<file path="config.mk">
export PLATFORM = sky130hd
export DESIGN_NAME = lsu_data_ctrl
export DESIGN_NICKNAME = d
export VERILOG_FILES = /design/src/rtl/lsu_data_ctrl_pkg.sv /design/src/rtl/lsu_data_ctrl_load_align.sv /design/src/rtl/lsu_data_ctrl.sv
export SDC_FILE = /design/constraint.sdc
export NUM_CORES = 1
export LEC_CHECK = 0
export CORE_MARGIN = 2
export CORE_UTILIZATION = 35
export DETAILED_ROUTE_END_ITERATION = 10
export GPL_TIMING_DRIVEN = 0
export PLACE_DENSITY = 0.72
export SLEW_MARGIN = 10
export SYNTH_ARGS = -nofsm -noshare
export SYNTH_HDL_FRONTEND = slang
export SYNTH_SLANG_ARGS = --single-unit
</file>
<file path="constraint.sdc">
create_clock -name clk -period 5.8 [get_ports clk]
set_clock_uncertainty 0.2 [all_clocks]
set_input_delay 1.16 -clock clk [delete_from_list [all_inputs] [get_ports clk]]
set_output_delay 1.16 -clock clk [all_outputs]
set_load 0.05 [all_outputs]
</file>
<file path="src/rtl/lsu_data_ctrl_pkg.sv">
// Shared definitions for the LSU data controller: funct3 codes, FSM states,
// and the store lane / alignment helpers.
package lsu_data_ctrl_pkg;

    localparam logic [2:0] F3_B  = 3'b000;
    localparam logic [2:0] F3_H  = 3'b001;
    localparam logic [2:0] F3_W  = 3'b010;
    localparam logic [2:0] F3_BU = 3'b100;
    localparam logic [2:0] F3_HU = 3'b101;

    typedef enum logic [1:0] {
        ST_IDLE = 2'b00,
        ST_BUSY = 2'b01,
        ST_DONE = 2'b10
    } state_t;

    // Byte enables depend only on access width (funct3[1:0]) and the low address bits.
    function automatic logic [3:0] lane_be(input logic [2:0] funct3, input logic [1:0] off);
        logic [3:0] be;
        case (funct3[1:0])
            2'b00:   be = 4'b0001 << off;
            2'b01:   be = off[1] ? 4'b1100 : 4'b0011;
            2'b10:   be = 4'b1111;
            default: be = 4'b1111;
        endcase
        return be;
    endfunction

    function automatic logic [31:0] store_lanes(input logic [2:0] funct3, input logic [31:0] data);
        logic [31:0] w;
        case (funct3[1:0])
            2'b00:   w = {4{data[7:0]}};
            2'b01:   w = {2{data[15:0]}};
            2'b10:   w = data;
            default: w = data;
        endcase
        return w;
    endfunction

    function automatic logic misaligned(input logic [2:0] funct3, input logic [1:0] off);
        logic m;
        case (funct3[1:0])
            2'b01:   m = off[0];
            2'b10:   m = (off != 2'b00);
            default: m = 1'b0;
        endcase
        return m;
    endfunction

endpackage

</file>
<file path="src/rtl/lsu_data_ctrl_load_align.sv">
// lsu_load_align: picks the addressed byte/half from a raw read word and
// sign- or zero-extends it according to funct3.
module lsu_load_align
    import lsu_data_ctrl_pkg::*;
(
    input  logic [2:0]  funct3,
    input  logic [1:0]  offset,
    input  logic [31:0] rdata,
    output logic [31:0] data
);

    logic [7:0]  byte_s;
    logic [15:0] half_s;

    // Lane select followed by width-dependent extension.
    always_comb begin
        case (offset)
            2'b00:   byte_s = rdata[7:0];
            2'b01:   byte_s = rdata[15:8];
            2'b10:   byte_s = rdata[23:16];
            2'b11:   byte_s = rdata[31:24];
            default: byte_s = rdata[7:0];
        endcase
        if (offset[1]) begin
            half_s = rdata[31:16];
        end else begin
            half_s = rdata[15:0];
        end
        case (funct3)
            F3_B:    data = {{24{byte_s[7]}}, byte_s};
            F3_BU:   data = {24'h000000, byte_s};
            F3_H:    data = {{16{half_s[15]}}, half_s};
            F3_HU:   data = {16'h0000, half_s};
            F3_W:    data = rdata;
            default: data = rdata;
        endcase
    end

endmodule

</file>
<file path="src/rtl/lsu_data_ctrl.sv">
// LSU data-memory controller: IDLE/BUSY/DONE handshake with timeout.
// Define LSU_MISALIGN_TRAP_EN to trap misaligned accesses instead of performing them.
module lsu_data_ctrl
    import lsu_data_ctrl_pkg::*;
#(
    parameter int TIMEOUT_CYCLES = 16
)
(
    input  logic        clk,
    input  logic        rst,
    input  logic        mem_read_i,
    input  logic        mem_write_i,
    input  logic [2:0]  funct3_i,
    input  logic [31:0] addr_i,
    input  logic [31:0] store_data_i,
    input  logic        flush_i,
    output logic        dmem_req_o,
    output logic        dmem_we_o,
    output logic [31:0] dmem_addr_o,
    output logic [31:0] dmem_wdata_o,
    output logic [3:0]  dmem_be_o,
    input  logic        dmem_ready_i,
    input  logic [31:0] dmem_rdata_i,
    output logic [31:0] load_data_o,
    output logic        stall_o,
    output logic        bus_err_o,
    output logic        misalign_o
);

    localparam int CNT_W = $clog2(TIMEOUT_CYCLES + 1);

    state_t           state_r;
    logic [CNT_W-1:0] wait_cnt_r;
    logic [2:0]       funct3_r;
    logic [1:0]       offset_r;
    logic             misaligned_s;
    logic             access_s;
    logic             trap_s;
    logic [31:0]      aligned_s;

`ifdef LSU_MISALIGN_TRAP_EN
    assign misaligned_s = misaligned(funct3_i, addr_i[1:0]);
`else
    assign misaligned_s = 1'b0;
`endif

    lsu_load_align u_align (
        .funct3 (funct3_r),
        .offset (offset_r),
        .rdata  (dmem_rdata_i),
        .data   (aligned_s)
    );

    // Request decode in IDLE; stall covers the launch cycle and the whole BUSY phase.
    always_comb begin
        access_s = 1'b0;
        trap_s   = 1'b0;
        if (state_r == ST_IDLE) begin
            access_s = (mem_read_i | mem_write_i) & ~flush_i & ~misaligned_s;
            trap_s   = (mem_read_i | mem_write_i) & ~flush_i & misaligned_s;
        end else begin
            access_s = 1'b0;
            trap_s   = 1'b0;
        end
        stall_o = access_s | (state_r == ST_BUSY);
    end

    // Controller FSM with registered bus and result outputs.
    always_ff @(posedge clk) begin
        if (rst) begin
            state_r      <= ST_IDLE;
            wait_cnt_r   <= '0;
            funct3_r     <= 3'b000;
            offset_r     <= 2'b00;
            dmem_req_o   <= 1'b0;
            dmem_we_o    <= 1'b0;
            dmem_addr_o  <= 32'h0000_0000;
            dmem_wdata_o <= 32'h0000_0000;
            dmem_be_o    <= 4'b0000;
            load_data_o  <= 32'h0000_0000;
            bus_err_o    <= 1'b0;
            misalign_o   <= 1'b0;
        end else begin
            bus_err_o  <= 1'b0;
            misalign_o <= trap_s;
            case (state_r)
                ST_IDLE: begin
                    if (access_s) begin
                        state_r      <= ST_BUSY;
                        wait_cnt_r   <= '0;
                        funct3_r     <= funct3_i;
                        offset_r     <= addr_i[1:0];
                        dmem_req_o   <= 1'b1;
                        // A simultaneous read+write is a store.
                        dmem_we_o    <= mem_write_i;
                        dmem_addr_o  <= {addr_i[31:2], 2'b00};
                        dmem_be_o    <= lane_be(funct3_i, addr_i[1:0]);
                        dmem_wdata_o <= mem_write_i ? store_lanes(funct3_i, store_data_i) : 32'h0000_0000;
                    end
                end
                ST_BUSY: begin
                    if (dmem_ready_i) begin
                        state_r    <= ST_DONE;
                        dmem_req_o <= 1'b0;
                        if (!dmem_we_o) begin
                            load_data_o <= aligned_s;
                        end
                    end else if (wait_cnt_r == CNT_W'(TIMEOUT_CYCLES - 1)) begin
                        state_r    <= ST_DONE;
                        dmem_req_o <= 1'b0;
                        bus_err_o  <= 1'b1;
                        if (!dmem_we_o) begin
                            load_data_o <= 32'h0000_0000;
                        end
                    end else begin
                        wait_cnt_r <= wait_cnt_r + 1'b1;
                    end
                end
                ST_DONE: begin
                    state_r    <= ST_IDLE;
                    wait_cnt_r <= '0;
                end
                default: begin
                    state_r    <= ST_IDLE;
                    dmem_req_o <= 1'b0;
                end
            endcase
        end
    end

endmodule

</file>
# [Word level (Yosys, flattened, before mapping)]
# Cells that the tools add are included.
[op_classes] eq_ne=16 shifts=1 n_addsub=1 bitwise=6 mux=25 reduce_logical=12
[ops] operator="$mux W32" count=5
[ops] operator="$pmux W32 S4" count=1
[ops] operator="$pmux W32 S2" count=1
[ops] operator="$pmux W8 S4" count=1
[ops] operator="$mux W16" count=1
[ops] operator="$mux W5" count=3
[ops] operator="$pmux W5 S3" count=1
[ops] operator="$ne A2 B2 Y1 const B" count=5
[ops] operator="$pmux W4 S2" count=1
[ops] operator="$reduce_and A4 Y1" count=2
[ops] operator="$eq A2 B1 Y1 const B" count=3
[ops] operator="$eq A2 B2 Y1 const B" count=3
[ops] operator="$eq A3 B3 Y1 const B" count=2
[ops] operator="$logic_not A2 Y1" count=3
[ops] operator="$mux W2" count=3
[ops] operator="$add A5 B1 Y5 const B" count=1
[ops] operator="$eq A5 B4 Y1 const B" count=1
[ops] operator="$mux W1" count=5
[ops] operator="$mux W4" count=1
[ops] operator="$pmux W2 S2" count=1
[ops] operator="$reduce_and A2 Y1" count=2
[ops] operator="$shl A1 B2 Y4 const A" count=1
[ops] operator="$eq A3 B1 Y1 const B" count=1
[ops] operator="$logic_not A3 Y1" count=1
[ops] operator="other kinds (9)" count=12
[word_totals] elab_cells=72 reg_bits=113 out_inout_bits=105

# [Logic depth before layout (Yosys ltp)]
[depth] word_depth=5 ltp_mapped=8 ltp_nobuf=7

# [Cells and area by module]
# Synthesis repeated with hierarchy kept, for this count alone.
[unflattened] hier_cells=660 area_unflattened_um2=5392.7
[modules_own_cells] mod="lsu_data_ctrl" seq_area_each_um2=2262.2 cells_per_inst=549 n_inst=1 area_per_inst_um2=4724.5
[modules_own_cells] mod="lsu_load_align" seq_area_each_um2=0.0 cells_per_inst=111 n_inst=1 area_per_inst_um2=668.1

# [Worst setup path before layout]
# No wires, ideal clock.
[synth_timing] path_type="input -> output" startpoint="input port mem_write_i" endpoint="output port stall_o" path_buffers=3 t_arrival_ns=2.512 setup_slack_ns=1.928 stages=6 cell_sequence="buf_2 > o21bai_1 > or3_1 > clkbuf_1 > clkbuf_1 > nand2_1"
[synth_between] elab_chain_cells=4
[synth_lines] element="start: declaration" line="lsu_data_ctrl.sv:12" source="input logic mem_write_i,"
[synth_lines] element="$or A1 B1 Y1"
[synth_lines] element="$and A1 B1 Y1"
[synth_lines] element="$mux W1" line="lsu_data_ctrl.sv:58" source="if (state_r == ST_IDLE) begin"
[synth_lines] element="$or A1 B1 Y1" line="lsu_data_ctrl.sv:65" source="stall_o = access_s | (state_r == ST_BUSY);"
[synth_lines] element="end: declaration" line="lsu_data_ctrl.sv:25" source="output logic stall_o,"
# No other way between the ends.

# [Worst setup path in the final report]
[layout_timing] startpoint="input port flush_i" endpoint="output port stall_o"
[layout_between] elab_chain_cells=4
[layout_lines] element="start: declaration" line="lsu_data_ctrl.sv:16" source="input logic flush_i,"
[layout_lines] element="$not A1 Y1"
[layout_lines] element="$and A1 B1 Y1"
[layout_lines] element="$mux W1" line="lsu_data_ctrl.sv:58"
[layout_lines] element="$or A1 B1 Y1" line="lsu_data_ctrl.sv:65"
# No other way between the ends.

==> impl_metrics.csv <==
group,metric,value,unit
grt,antenna_found_initial,0,
power_and_ir_drop,power.leakage,0.00289,uW
setup_path,crit_buf_inv,4,
setup_path,slowest_delay,0.73,ns
logic_synthesis,ys_seq_elements,113,
timing,finalCritPeriodShare,0.880,
final_layout,drive_above_1_share,0.102,
setup_path,critPathKind,"in -> out",
setup_path,rr_startpoint,"offset_r[0]",
setup_path,critPathSlowestCell,"clkdlybuf4s50_1",
detailed_routing,vias,5099,
setup_path,reg2reg_depth,4,
clock_network,path_clk_slew,0.05,ns
timing,setup_tns,0,ns
grt,grt-ovfl-total,0,
setup_path,endpoint_kind,"output port",
clock_network,holdBufCountCts,0,
logic_synthesis,synth-main-ff-cell,"dfxtp_1",
min_path,hold_class,"reg -> reg",
logic_synthesis,synthArstFlopShare,0,
die,num_io_pins,210,
clock_network,cts_tree,"yes",
clock_network,postCtsSetupBuffers,0,
timing,fin_crit,5.11,ns
placed_design,dpl_worst_slack,0.673,ns
final_layout,fin_cells,990,
logic_synthesis,synth-seq-area-share,0.457,
clock_network,root_buffer,"clkbuf_16",
logic_synthesis,yosys_warnings,0,
timing,hold_viol,0,
min_path,hold_start,"dmem_wdata_o[20]",
die,coreArea,13800,sq um
placed_design,place_inst,958,
timing,slew_viol_final,0,
timing,worst_slew_pin_slew,1.09,ns
logic_synthesis,synth_cell_type_count,46,
setup_path,worstPathRequired,4.44,ns
placed_design,dp_hpwl,12700,microns
placed_design,gp_congestion,0.857,
timing,worst_slack,0.694,ns
grt,grt_start_max_net_pins,17,
die,num_rows,43,
logic_synthesis,syn_inst,572,
setup_path,worstPathArrival,3.75,ns
detailed_routing,routed_wl,16800,microns
logic_synthesis,netlist_area,4950,sq um
logic_synthesis,synth_edf_count,0,
die,die-area,15100,sq um
clock_network,htree_levels,4,
setup_path,cp_top_family,"buffers and inverters",
final_layout,antenna_cells,0,
timing,rsz0062_at_grt,"false",
grt,grt_pass1_wl,25900,microns
detailed_routing,route.detailed.drc,0,
clock_network,cts_buffers,17,
job,cap_violations,0,
detailed_routing,drt_iter0_drc,331,
timing,timing.fmax,196,MHz
clock_network,worst_skew_pair.late_latency,0.42,ns
grt,first_global_vias,5097,
final_layout,areaGrowthSynthToFinish,58.7,%
outcome,status,"completed",
detailed_routing,first_pass_iters,6,
setup_path,r2r-end,"load_data_o[15]",
clock_network,cts_sinks,113,
detailed_routing,viasPerCell,5.15,
grt,grt_usage,0.225,
placed_design,numPortBuffers,204,
die,die_w,123,microns
min_path,min_to,"dmem_wdata_o[20]",
setup_path,path_cells,"clkdlybuf4s50_1 -> o21bai_1 -> or3_1 -> clkbuf_1 -> clkbuf_1 -> nand2_1 -> clkdlybuf4s50_1",
setup_path,cp_max_fo,10,
power_and_ir_drop,vdd_drop_max,0.000184,V
min_path,holdPathStages,2,
die,die_h,123,microns
timing,setup_viol,0,
detailed_routing,post_drt_wl_per_cell,17.0,microns
timing,slew_headroom,0.271,
clock_network,post_cts_resized,0,
final_layout,nets,904,
clock_network,cts_buffer_depth,2,
power_and_ir_drop,powerDensity,306,nW/um^2
logic_synthesis,avgSynthCellArea,8.65,sq um
timing,hold_ws,0.251,ns
setup_path,worstSetupStartpointType,"primary input",
detailed_routing,ant_nets,0,
die,start_util,0.358,
setup_path,r2r_slack,3.29,ns
## how the worst max path moves through the flow
stage | to | start | slack [ns] | depth (start not counted)
final | stall_o | flush_i | 0.69 | 7
after global routing | stall_o | flush_i | 0.57 | 7
after CTS | stall_o | flush_i | 0.66 | 7
after detailed placement | stall_o | flush_i | 0.67 | 7
after global placement | stall_o | flush_i | 0.72 | 7
after floorplan | stall_o | mem_write_i | 1.93 | 6
## per-layer routing
layer / wire, microns / global-route usage / part of all wire / vias up
li1: - / - / - / 2455
met1: 6870 / 0.254 / 0.41 / 2396
met2: 7710 / 0.369 / 0.46 / 218
met3: 1800 / 0.0976 / 0.11 / 30
met4: 421 / 0.0948 / 0.025 / 0
met5: 0 / 0 / 0 / -
## state kept, by name (all words and copies together), names as in the netlist
signal,count
dmem_wdata_o,32
load_data_o,32
dmem_addr_o,30
wait_cnt_r,5
dmem_be_o,4
funct3_r,3
offset_r,2
state_r,2
bus_err_o,1
dmem_req_o,1
dmem_we_o,1
## cells by family (layout without fill, tap and decap cells)
group	Yosys count	count (layout)	synth area share
AOI/OAI and AO/OA	132	132	0.177
xor gates and xnor gates	2	2	0.00354
adders and majority gates	2	2	0.00506
buffers and inverters	53	289	0.0493
DFF	113	113	0.457
muxes	42	42	0.0916
other	1	3	0.000758
and+or+nand+nor	227	227	0.215
## cell type report
| class | instances | area, sq um |
|---|---|---|
| fill | 1224 | 5980 |
| inverter | 3 | 11.3 |
| timing repair buffer | 204 | 2040 |
| sequential | 113 | 2260 |
| clock buffer | 21 | 470 |
| buffer | 50 | 233 |
| clock inverter | 11 | 154 |
| multi-input combinational | 408 | 2450 |
| tap | 180 | 225 |
## cells in the mapped netlist, types with 15 or more instances
cell      instances  share of area
nand2b_1         16          0.020
a21oi_1          65          0.066
mux2_2           26          0.059
nand3_1          24          0.024
dfxtp_1         113           0.46
nor2_1           29          0.022
mux2i_1          16          0.032
nand2_1         121          0.092
o21ai_0          15          0.015
clkbuf_1         35          0.027
## where the power goes
part	total (uW)	internal, uW	leakage (uW)	switching, uW
Clock	1090	711	0.000288	378
Sequential	839	815	0.000920	23.7
Combinational	471	189	0.00168	282
Total	2400	1720	0.00289	684
## worst reg2reg max path, stage by stage, from the launching register on
cell and delay, ns:
dfxtp_1 0.46, mux2_2 0.39, a221oi_1 0.92, nand2_1 0.15, a32o_1 0.28
## metrics by stage
| stage | power [uW] | instance area, sq um | util |
|---|---|---|---|
| after floorplan | 1120 | 4950 | - |
| after global placement | 1320 | 7220 | 0.522 |
| after detailed placement | 1320 | 7230 | 0.523 |
| after CTS | 2410 | 7850 | 0.568 |
| after global routing | 2480 | 7850 | 0.568 |
| final | 2400 | 7850 | 0.568 |
## placed cells by master, fill, tap and decap left out, drive strengths merged, types with 5 or more instances in the layout
master,netlist,layout
nor3,9,9
mux2i,16,16
buf,14,14
dfxtp,113,113
nand2,121,121
nor2b,9,9
o21ai,15,15
o2bb2ai,7,7
a22oi,8,8
nor2,29,29
a32o,8,8
a221o,16,16
clkinvlp,0,5
mux2,26,26
clkdlybuf4s50,0,204
nor4b,6,6
clkbuf,36,57
nand3,24,24
nand2b,17,17
a21oi,65,65
(Power assumes the default switching activity.)
==> RTL change (same flow settings) <==
Add a define of `LSU_MISALIGN_TRAP_EN`.
--- a/src/rtl/lsu_data_ctrl.sv
+++ b/src/rtl/lsu_data_ctrl.sv
@@ -2,2 +2,4 @@
 // Define LSU_MISALIGN_TRAP_EN to trap misaligned accesses instead of performing them.
+`define LSU_MISALIGN_TRAP_EN
+
 module lsu_data_ctrl
Function: changed (a bounded check fails within 4 cycles, from zero or initial values and one cycle with rst high).
==> RTL change against the unedited design <==
Worst setup slack worse by 0.15 ns. Wire length is 11% higher. Combinational power is 13% higher. Power is 2.7% higher. Cell area is 5.5% higher. Critical path depth is 3 higher. Sequential cell count is 1 higher. First-iteration DRC count is 14% higher. Synthesized area is 8.3% higher. Via count is 13% higher. Utilization is 1.9 points lower.
==> RTL change: results (changes against the unedited design) <==
Detailed routing:
- The detailed-routing iteration count for the pre-antenna-repair pass came to 5 (-1).
- The starting DRC count in detailed routing is 376 (+14%).
- The detail-routed net length per standard cell is 17.8 um (+5.0%).
- The number of vias after detailed routing was 5751 (+13%).

Placed design:
- The total of buffers placed on input and output ports is 206 (+0.98%).
- The number of placed cells counting well taps is 1019 (+6.4%).
- The final weighted congestion in routability-driven placement is 0.894 (+4.3%).
- The final HPWL from detailed placement is 14100 um (+11%).

GRT:
- The total global routing track utilization was 0.228 (+0.00259).
- The number of antenna violations at the first check in global routing is 0 (unchanged).
- The via count of the first global-routing pass is 5416 (+6.3%).
- The wire length of the first global-routing pass is 29100 um (+12%).

Pwr:
- The total leakage power came to 2.94 nW (+1.8%).
- The cell-internal power is 1.72 mW (+0.28%).
- The worst-case vdd ir drop is 0.000212 V (+15%).

Yosys:
- The fraction of the yosys area taken by sequential cells was 0.426 (-0.0313).
- The count of distinct cell types in the synthesized netlist is 53 (+15%).
- In the synthesized netlist, the cells that appear most often are dfxtp_1, o21ai_0, a21oi_1, clkbuf_1, nand3_1.
- The cell count after synthesis was 624 (+9.1%).

Clock network:
- The number of buffers inserted during clock tree synthesis is 17 (unchanged).

Final layout:
- In the final layout, the registers with the most flip-flops are dmem_wdata_o x32, load_data_o x32, dmem_addr_o x30.
- The number of nets in the layout was 960 (+6.2%).
- The layout cell share with drive strength beyond 1 came to 0.0869 (-0.0156).
- The non-filler instance count after layout is 1051 (+6.2%).

Status:
- The run finished with clean final reports.

Worst setup path:
- The data arrival time of the critical path is 3.90 ns (+0.15 ns).

STA:
- The relative slew slack is 0.558 (+0.287).
## RTL change: changes by cell type after synthesis, moves of 15 or more
cell     unedited run  this run
nand2_1           121        12
o21ai_0            15        92
nand4_1             1        33
a22o_1              1        25
a21oi_1            65        85
buf_2               5        21
nor2_1             29        13
mux2_2             26        11
## RTL change: final timing paths
check	slack (ns)	depth (start not counted)	from	end
worst max-delay path	0.54	10	funct3_i[0]	stall_o
worst min-delay path	0.25	2	load_data_o[7]	load_data_o[7]
worst max register to register	3.22	7	wait_cnt_r[0]	load_data_o[31]
worst min register to register	0.25	2	load_data_o[7]	load_data_o[7]
## RTL change: through the flow
step                setup WS (ns)  total power, mW   util  instance area, um2  hold slack, ns
floorplan                    1.43             1.17      -                5360           0.270
global placement            0.257             1.38  0.507                7660           0.234
detailed placement          0.170             1.39  0.507                7660           0.238
CTS                         0.181             2.48  0.549                8280           0.251
global route                0.367             2.56  0.549                8280           0.276
finish                      0.541             2.46  0.549                8280           0.251
## RTL change: kinds of logic (layout without fill, tap and decap cells)
| group | Yosys count | after routing | share of synthesized area |
|---|---|---|---|
| AOI/OAI and AO/OA | 239 | 239 | 0.274 |
| xor gates and xnor gates | 3 | 3 | 0.00491 |
| adders and majority gates | 5 | 5 | 0.0117 |
| buffers and inverters | 80 | 318 | 0.0640 |
| DFF | 114 | 114 | 0.426 |
| muxes | 20 | 20 | 0.0423 |
| other | 1 | 2 | 0.000700 |
| and+or+nand+nor | 162 | 162 | 0.177 |
## RTL change: per-layer routing
metal  part of all wire  track usage  vias to the layer above
met5                  0            0                        -
met4              0.021       0.0769                        0
met3              0.092       0.0751                       37
met2               0.46        0.359                      274
met1               0.43        0.294                     2672
li1                   -            -                     2768
## RTL change: power by group through the flow
stage                     logic [mW]  registers (mW)  clock network [mW]
after floorplan                0.188           0.983                   0
after global placement         0.524           0.860                   0
after detailed placement       0.527           0.861                   0
after CTS                      0.529           0.845                1.10
after global routing           0.566           0.848                1.14
final                          0.531           0.845                1.09
## RTL change: final cells by class
type                    count  area [um2]
inverters                  10        37.5
fillers                  1424        6810
clock inverters            14         181
well taps                 188         235
flip-flops and latches    114        2280
clock buffers              18         439
multi-input cells         431        2740
repair buffers            206        2060
plain buffers              70         305
## RTL change: worst max-delay path, cell delays in order
cell and delay (ns):
clkdlybuf4s50_1 0.52, inv_1 0.08, ha_1 0.31, and3_1 0.18
nor2_1 0.36, buf_2 0.33, buf_2 0.28, a21oi_1 0.09
nor2_1 0.14, dlymetal6s2s_1 0.44
